==> src/rtl/spi_pkg.sv <==
// Shared definitions for the SPI initiator and the slave-side wrapper:
// command encodings, frame geometry and the initiator state encoding.
package spi_pkg;

    // Two-bit command field sent ahead of every payload byte.
    localparam logic [1:0] CMD_WR_ADDR = 2'b00;
    localparam logic [1:0] CMD_WR_DATA = 2'b01;
    localparam logic [1:0] CMD_RD_ADDR = 2'b10;
    localparam logic [1:0] CMD_RD_DATA = 2'b11;

    // Outgoing frame is {cmd, payload}; the reply is one byte.
    localparam int FRAME_LEN = 10;
    localparam int RX_LEN    = 8;

    typedef enum logic [2:0] {
        IDLE,
        START,
        SHIFT,
        WAIT_RD,
        READ,
        GAP
    } spi_state_t;

    // Only the read-data command makes the slave answer on MISO.
    function automatic logic expects_reply(input logic [1:0] c);
        return c == CMD_RD_DATA;
    endfunction

endpackage

==> src/rtl/spi_master.sv <==
// Host-side SPI initiator. Accepts {cmd, cmd_data} over valid/ready,
// shifts the 10-bit frame out MSB first under SS_n and, for read-data
// commands, collects the 8-bit reply from MISO. SCK is clk itself.
//
// MOSI and SS_n are registered: the value seen after an edge is the one
// chosen for the state that was current at that edge. The serial line
// therefore lags the state register by one cycle, which is why the last
// frame bit is still on the wire during the first cycle of the following
// state, and why SS_n rises on the first GAP edge rather than on entry.
module spi_master
    import spi_pkg::*;
#(
    parameter int unsigned RD_WAIT    = 1,
    parameter int unsigned GAP_CYCLES = 2
) (
    input  logic       clk,
    input  logic       rst_n,
    input  logic       cmd_valid,
    output logic       cmd_ready,
    input  logic [1:0] cmd,
    input  logic [7:0] cmd_data,
    output logic       rd_valid,
    output logic [7:0] rd_data,
    output logic       busy,
    output logic       MOSI,
    output logic       SS_n,
    input  logic       MISO
);

    // Terminal counts for each timed state; the counter is shared.
    localparam logic [3:0] SHIFT_LAST = 4'(FRAME_LEN - 1);
    localparam logic [3:0] READ_LAST  = 4'(RX_LEN - 1);
    localparam logic [3:0] WAIT_LAST  = (RD_WAIT > 0) ? 4'(RD_WAIT - 1) : 4'd0;
    localparam logic [3:0] GAP_LAST   = 4'(GAP_CYCLES - 1);

    spi_state_t state_reg, state_next;
    logic [3:0] cnt_reg, cnt_next;

    logic [FRAME_LEN-1:0] tx_shift_reg;
    logic [RX_LEN-1:0]    rx_shift_reg;
    logic                 rd_frame_reg;
    logic                 mosi_reg;
    logic                 ss_n_reg;
    logic                 rd_valid_reg;
    logic [7:0]           rd_data_reg;

    logic accept;

    assign cmd_ready = (state_reg == IDLE);
    assign busy      = (state_reg != IDLE);
    assign accept    = cmd_valid && cmd_ready;

    assign MOSI      = mosi_reg;
    assign SS_n      = ss_n_reg;
    assign rd_valid  = rd_valid_reg;
    assign rd_data   = rd_data_reg;

    // State and shared cycle counter.
    always_ff @(posedge clk or negedge rst_n) begin
        if (!rst_n) begin
            state_reg <= IDLE;
            cnt_reg   <= 4'd0;
        end else begin
            state_reg <= state_next;
            cnt_reg   <= cnt_next;
        end
    end

    // Next-state sequencing: fixed-length SHIFT, optional turnaround,
    // 8-bit READ for read-data frames, then a deselect gap.
    always_comb begin
        state_next = state_reg;
        cnt_next   = cnt_reg;
        unique case (state_reg)
            IDLE: begin
                cnt_next = 4'd0;
                if (accept) begin
                    state_next = START;
                end
            end
            START: begin
                state_next = SHIFT;
                cnt_next   = 4'd0;
            end
            SHIFT: begin
                if (cnt_reg == SHIFT_LAST) begin
                    cnt_next = 4'd0;
                    if (rd_frame_reg) begin
                        state_next = (RD_WAIT > 0) ? WAIT_RD : READ;
                    end else begin
                        state_next = GAP;
                    end
                end else begin
                    cnt_next = cnt_reg + 4'd1;
                end
            end
            WAIT_RD: begin
                if (cnt_reg == WAIT_LAST) begin
                    state_next = READ;
                    cnt_next   = 4'd0;
                end else begin
                    cnt_next = cnt_reg + 4'd1;
                end
            end
            READ: begin
                if (cnt_reg == READ_LAST) begin
                    state_next = GAP;
                    cnt_next   = 4'd0;
                end else begin
                    cnt_next = cnt_reg + 4'd1;
                end
            end
            GAP: begin
                if (cnt_reg == GAP_LAST) begin
                    state_next = IDLE;
                    cnt_next   = 4'd0;
                end else begin
                    cnt_next = cnt_reg + 4'd1;
                end
            end
            default: begin
                state_next = IDLE;
                cnt_next   = 4'd0;
            end
        endcase
    end

    // TX shifter: loaded on accept, shifted left once per SHIFT cycle.
    always_ff @(posedge clk or negedge rst_n) begin
        if (!rst_n) begin
            tx_shift_reg <= '0;
            rd_frame_reg <= 1'b0;
        end else if (accept) begin
            tx_shift_reg <= {cmd, cmd_data};
            rd_frame_reg <= expects_reply(cmd);
        end else if (state_reg == SHIFT) begin
            tx_shift_reg <= {tx_shift_reg[FRAME_LEN-2:0], 1'b0};
        end
    end

    // RX shifter: MISO enters at the LSB on every READ edge.
    always_ff @(posedge clk or negedge rst_n) begin
        if (!rst_n) begin
            rx_shift_reg <= '0;
        end else if (state_reg == READ) begin
            rx_shift_reg <= {rx_shift_reg[RX_LEN-2:0], MISO};
        end
    end

    // Serial line drivers. START presents cmd[1] early so the slave sees
    // the read/write selector before the first SHIFT bit.
    always_ff @(posedge clk or negedge rst_n) begin
        if (!rst_n) begin
            mosi_reg <= 1'b0;
            ss_n_reg <= 1'b1;
        end else begin
            unique case (state_reg)
                START, SHIFT: begin
                    mosi_reg <= tx_shift_reg[FRAME_LEN-1];
                    ss_n_reg <= 1'b0;
                end
                WAIT_RD, READ: begin
                    mosi_reg <= 1'b0;
                    ss_n_reg <= 1'b0;
                end
                default: begin
                    mosi_reg <= 1'b0;
                    ss_n_reg <= 1'b1;
                end
            endcase
        end
    end

    // Reply hand-off: the assembled byte is published on the first GAP
    // edge of a read-data frame, the same edge that raises SS_n.
    always_ff @(posedge clk or negedge rst_n) begin
        if (!rst_n) begin
            rd_valid_reg <= 1'b0;
            rd_data_reg  <= 8'h00;
        end else begin
            rd_valid_reg <= 1'b0;
            if (state_reg == GAP && cnt_reg == 4'd0 && rd_frame_reg) begin
                rd_valid_reg <= 1'b1;
                rd_data_reg  <= rx_shift_reg;
            end
        end
    end

endmodule

==> config.mk <==
export PLATFORM = sky130hd
export DESIGN_NAME = spi_master
export DESIGN_NICKNAME = d
export VERILOG_FILES = /design/src/rtl/spi_pkg.sv /design/src/rtl/spi_master.sv
export SDC_FILE = /design/constraint.sdc
export NUM_CORES = 1
export LEC_CHECK = 0
export CORE_MARGIN = 1
export CORE_UTILIZATION = 34
export DETAILED_ROUTE_END_ITERATION = 16
export SLEW_MARGIN = 40
export SYNTH_ARGS = -nofsm -noshare
export SYNTH_HDL_FRONTEND = slang
export SYNTH_SLANG_ARGS = --single-unit
==> constraint.sdc <==
create_clock -name clk -period 3.6 [get_ports clk]
set_input_delay 0.54 -clock clk [delete_from_list [all_inputs] [get_ports clk]]
set_output_delay 0.54 -clock clk [all_outputs]
set_load 0.05 [all_outputs]
# Word-level counts from Yosys, hierarchy flattened
# Cells that the tools add are included.
[word_totals]
regBits = 37
wordCells = 51
out_inout_bits = 13
in_bits = 14
[classes]
muxes = 17
addsub = 1
eq_ne = 14
reduce_logical = 10
[ops]
columns = ["cell", "count"]
rows = [
  ["$mux 10", 2],
  ["$mux 3", 6],
  ["$pmux 3 s6", 1],
  ["$mux 4", 4],
  ["$pmux 4 s4", 1],
  ["$ne 2x2->1 const B", 4],
  ["$eq 3x2->1 const B", 2],
  ["$eq 3x3->1 const B", 2],
  ["$reduce_and 5->1", 1],
  ["$add 4x1->4 const B", 1],
  ["$eq 4x1->1 const B", 1],
  ["$eq 4x3->1 const B", 1],
  ["$eq 4x4->1 const B", 1],
  ["$logic_not 4->1", 1],
  ["$reduce_or 4->1", 1],
  ["$eq 3x1->1 const B", 1],
  ["$logic_and 1x1->1", 3],
  ["$logic_not 3->1", 1],
  ["$mux 1", 3],
  ["$reduce_bool 3->1", 1],
  ["$eq 2x2->1 const B", 1],
  ["$ne 2x1->1 const B", 1],
  ["$reduce_bool 2->1", 1],
  ["$reduce_or 2->1", 1],
]

# Depth between registers and ports, before layout
[logic_depth]
depth_word = 4
ltp_mapped = 6
depth_no_buf = 5

# Least setup slack after synthesis
# OpenSTA, ideal clock, no wires.
[synth_path]
path_kind = "reg-to-output"
startpoint = "reg state_reg[0]"
endpoint = "out busy"
required_ps = 3060
stages_incl_launch_ff = 4
path_slack_ps = 766
arrival_ps = 2294
path_cell_list = "dfrtp_1 > buf_4 > nor3_1 > inv_1"
[synth_via]
elab_chain_cells = 1
[synth_lines]
columns = ["element", "line", "rtl"]
rows = [
  ["start, declared", "spi_master.sv:36", "spi_state_t state_reg, state_next;"],
  ["start signal, assigned", "spi_master.sv:64", "state_reg <= state_next;"],
  ["$reduce_bool 3->1", "spi_master.sv:50", "assign busy = (state_reg != IDLE);"],
  ["end, declared", "spi_master.sv:24", "output logic busy,"],
]
# No other way between the ends.

# Final worst setup path
[layout_path]
startpoint = "reg state_reg[1]"
endpoint = "out cmd_ready"
[layout_via]
elab_chain_cells = 1
[layout_lines]
columns = ["element", "line", "rtl"]
rows = [
  ["$logic_not 3->1", "spi_master.sv:49", "assign cmd_ready = (state_reg == IDLE);"],
  ["end, declared", "spi_master.sv:19", "output logic cmd_ready,"],
]
# No other way between the ends.

==> key figures <==
STA
  – RSZ-0062 raised after global routing: no
  – Worst Hold Slack: roughly 0.49 ns
  – Final Hold Viols: 0
  – Max Clk Rate: 0.391 GHz
  – Final Max Slew Viols: 0
  – Minimum clock period after layout: 2.56 ns
  – Setup TNS: 0 ns
  – Clock skew: slightly below 0.008 ns
  – Actual slew at the worst max-slew pin: 0.582 ns
  – Crit share post-route: 71.1%
  – Final setup vio count: 0
  – Slew HR: between 60% and 70%

Cells and area
  – Area grow syn2layout: 23.9%
  – Ant diodes: 0
  – Fin util: 44.8%
  – Share of layout cells above drive strength 1: between 10% and 20%
  – # nets final: 177
  – Max reg flops: 10
  – Final instance area: about 2200 sq um

Yosys
  – Post-Synthesis Cells: around 130
  – Most common cell in the synthesized netlist: dfrtp_1
  – Synth Area per Inst: about 13 sq um
  – Syn Nets: between 100 and 150
  – Dominant cells by area after synthesis: dfrtp_1 51%, mux2_4 6.9%, mux2_1 5.1%
  – Commonest cells post-synth: 36 x dfrtp_1, 8 x mux2_1, 8 x mux2_4
  – Synth Register Bits: 37
  – Synth cell types: 40
  – Seq/Total Area, Yosys: 52.9%
  – Area leader, netlist: dfrtp_1
  – Post-synth top area share: about half
  – Synth Flop Type: dfrtp_1
  – Post-synth EDFFs: 0
  – Synth Warn #: 0
  – Mapped Area: 1750 sq um
  – Ys async rst share: between 90% and 100%

GRT
  – Pin count of the biggest net entering global routing: 38
  – GRT overflow: 0
  – Initial antenna violation count: 0
  – Vias in the first global route: about 1100
  – Tot GR Track Use: about an eighth
  – First-pass GRT wire length: around 5000 um

Clocking
  – H-tree depth: 2
  – Num CTS Buffers: 5
  – Postcts setup bufs: 0
  – CTS clock-pin slew for the worst setup and hold paths: about 0.070 ns
  – Maximum clock insertion buffer count: 2
  – Clock sink count: 37
  – Number of gates resized after CTS: 0
  – Buffer type at the clock tree root: clkbuf_8
  – Hold Buf Count CTS: 0
  – CTS tree: yes
  – Worst-skew pair later-pin latency: 0.29 ns

Floorplan
  – Row count: 25
  – Die H: approximately 74 um
  – Core footprint: 4850 sq um
  – Die ar.: ~5400 sq um
  – Die X: 73.8 um
  – Initial core utilization: 36.2%
  – I/O pin total: 27

Power
  – Final Power: roughly 1.9 mW
  – LEAKAGE: ~0.95 nW
  – Power per cell area: between 800 and 900 nW/um^2
  – Peak VDD IR: 0.343 mV

Worst setup path
  – CP Max Fanout: 13
  – Startpoint Class: register
  – FF-to-FF path depth: 5
  – Stages on the worst setup path: 2
  – CP peak stage delay: 0.86 ns
  – Critical Path Sink Type: primary output
  – Critical path data required time: 3.06 ns
  – Crit path buffers/inverters: 1
  – CP delay by family, top: buffers and inverters
  – CP startpoint: state_reg[1]$_DFFE_PN0P_
  – Arr. time, crit path: 2.02 ns
  – Critical R2R Launch: cnt_reg[0]$_DFF_PN0_
  – Setup crit end: cmd_ready
  – R2r endpoint: rd_data[0]$_DFFE_PN0P_
  – Crit path kind: register to primary output
  – R2R setup slack: 1.79 ns
  – CP max stage cell: clkdlybuf4s50_1
  – CP Cell Sequence: nor3_1 -> clkdlybuf4s50_1

Hold path
  – Worst hold path type: register to register

Drt
  – Detailed Route WL: roughly 3000 um
  – Pre-Repair DR Iteration Count: 4
  – Post-DR wirelength/cell: between 10 and 15 um
  – DRT antenna net count: 0
  – DR iter-0 viols: 41
  – Via count: about 1100
  – Via density: 4.79
  – Drc violations: 0

Place
  – Number of port buffers: 26
  – Placed instance area: ~2000 sq um
  – Routability cong.: 0.733
  – HPWL after DPL: 2170 um

Run
  – Max cap viols: 0

Status
  – Status: finished clean
cells in the final DEF, fill, tap and decap left out, types with 2 or more instances in the layout:
cell type,Yosys,final
a211o_1,2,2
a21o_1,6,6
a21oi_1,3,3
a22o_1,6,6
buf_4,2,3
clkbuf_8,0,6
clkdlybuf4s50_1,0,26
dfrtp_1,36,36
ha_1,3,3
inv_1,4,4
mux2_1,8,8
mux2_4,8,8
mux2i_1,4,4
nand2_1,6,6
nand2b_1,2,2
nand3_1,2,2
nand3b_1,2,2
nor3_1,2,2
nor3b_1,3,3
o21ai_0,3,3
o21ai_1,5,5
xnor2_1,2,2
cell families after synthesis:
| family | synth area share (%) |
|---|---|
| xor gates and xnor gates | 1.50 |
| and+or+nand+nor | 10.4 |
| muxes | 14.3 |
| adders and majority gates | 2.14 |
| DFF | 52.9 |
| AOI/OAI and AO/OA | 13.7 |
| buffers and inverters | 5.07 |
power by group:
part | total, mW | leakage [nW] | internal (mW) | switching [mW]
sequential | 0.744 | 0.472 | 0.589 | 0.155
clock | 0.373 | 0.0574 | 0.225 | 0.147
combinational | 0.825 | 0.424 | 0.384 | 0.441
metrics by stage:
step	setup slack [ns]	instances
2_1_floorplan	0.766	131
3_3_place_gp	1.39	219
3_5_place_dp	1.33	219
4_1_cts	0.999	227
5_1_grt	0.918	228
6_report	1.04	228
how the worst min path moves through the flow:
stage | start | endpoint | slack [ns] | cells past startpoint
detailed placement | tx_shift_reg[9]$_DFFE_PN0P_ | tx_shift_reg[9]$_DFFE_PN0P_ | 0.47 | 1
global route | tx_shift_reg[9]$_DFFE_PN0P_ | tx_shift_reg[9]$_DFFE_PN0P_ | 0.50 | 1
CTS | tx_shift_reg[2]$_DFFE_PN0P_ | tx_shift_reg[2]$_DFFE_PN0P_ | 0.49 | 1
global placement | tx_shift_reg[2]$_DFFE_PN0P_ | tx_shift_reg[2]$_DFFE_PN0P_ | 0.46 | 1
floorplan | rst_n | MOSI$_DFF_PN0_ | 0.24 | 0
finish | tx_shift_reg[9]$_DFFE_PN0P_ | tx_shift_reg[9]$_DFFE_PN0P_ | 0.49 | 1
final cells by class:
| class | count | area (sq um) |
|---|---|---|
| inverter | 4 | 15.0 |
| tap | 67 | 83.8 |
| clock buffer | 6 | 82.6 |
| fill | 436 | 2680 |
| multi-input combinational | 83 | 743 |
| clock inverter | 2 | 37.5 |
| timing repair buffer | 29 | 283 |
| sequential | 37 | 927 |
layer usage:
layer / global-route usage, % / routed length, um / vias to the layer above
li1: - / - / 528
met1: 14.5 / 1320 / 542
met2: 20.5 / 1580 / 19
met3: 3.84 / 119 / 4
met4: 8.33 / 31 / 0
met5: 0 / 0 / -
(Power assumes the default switching activity.)
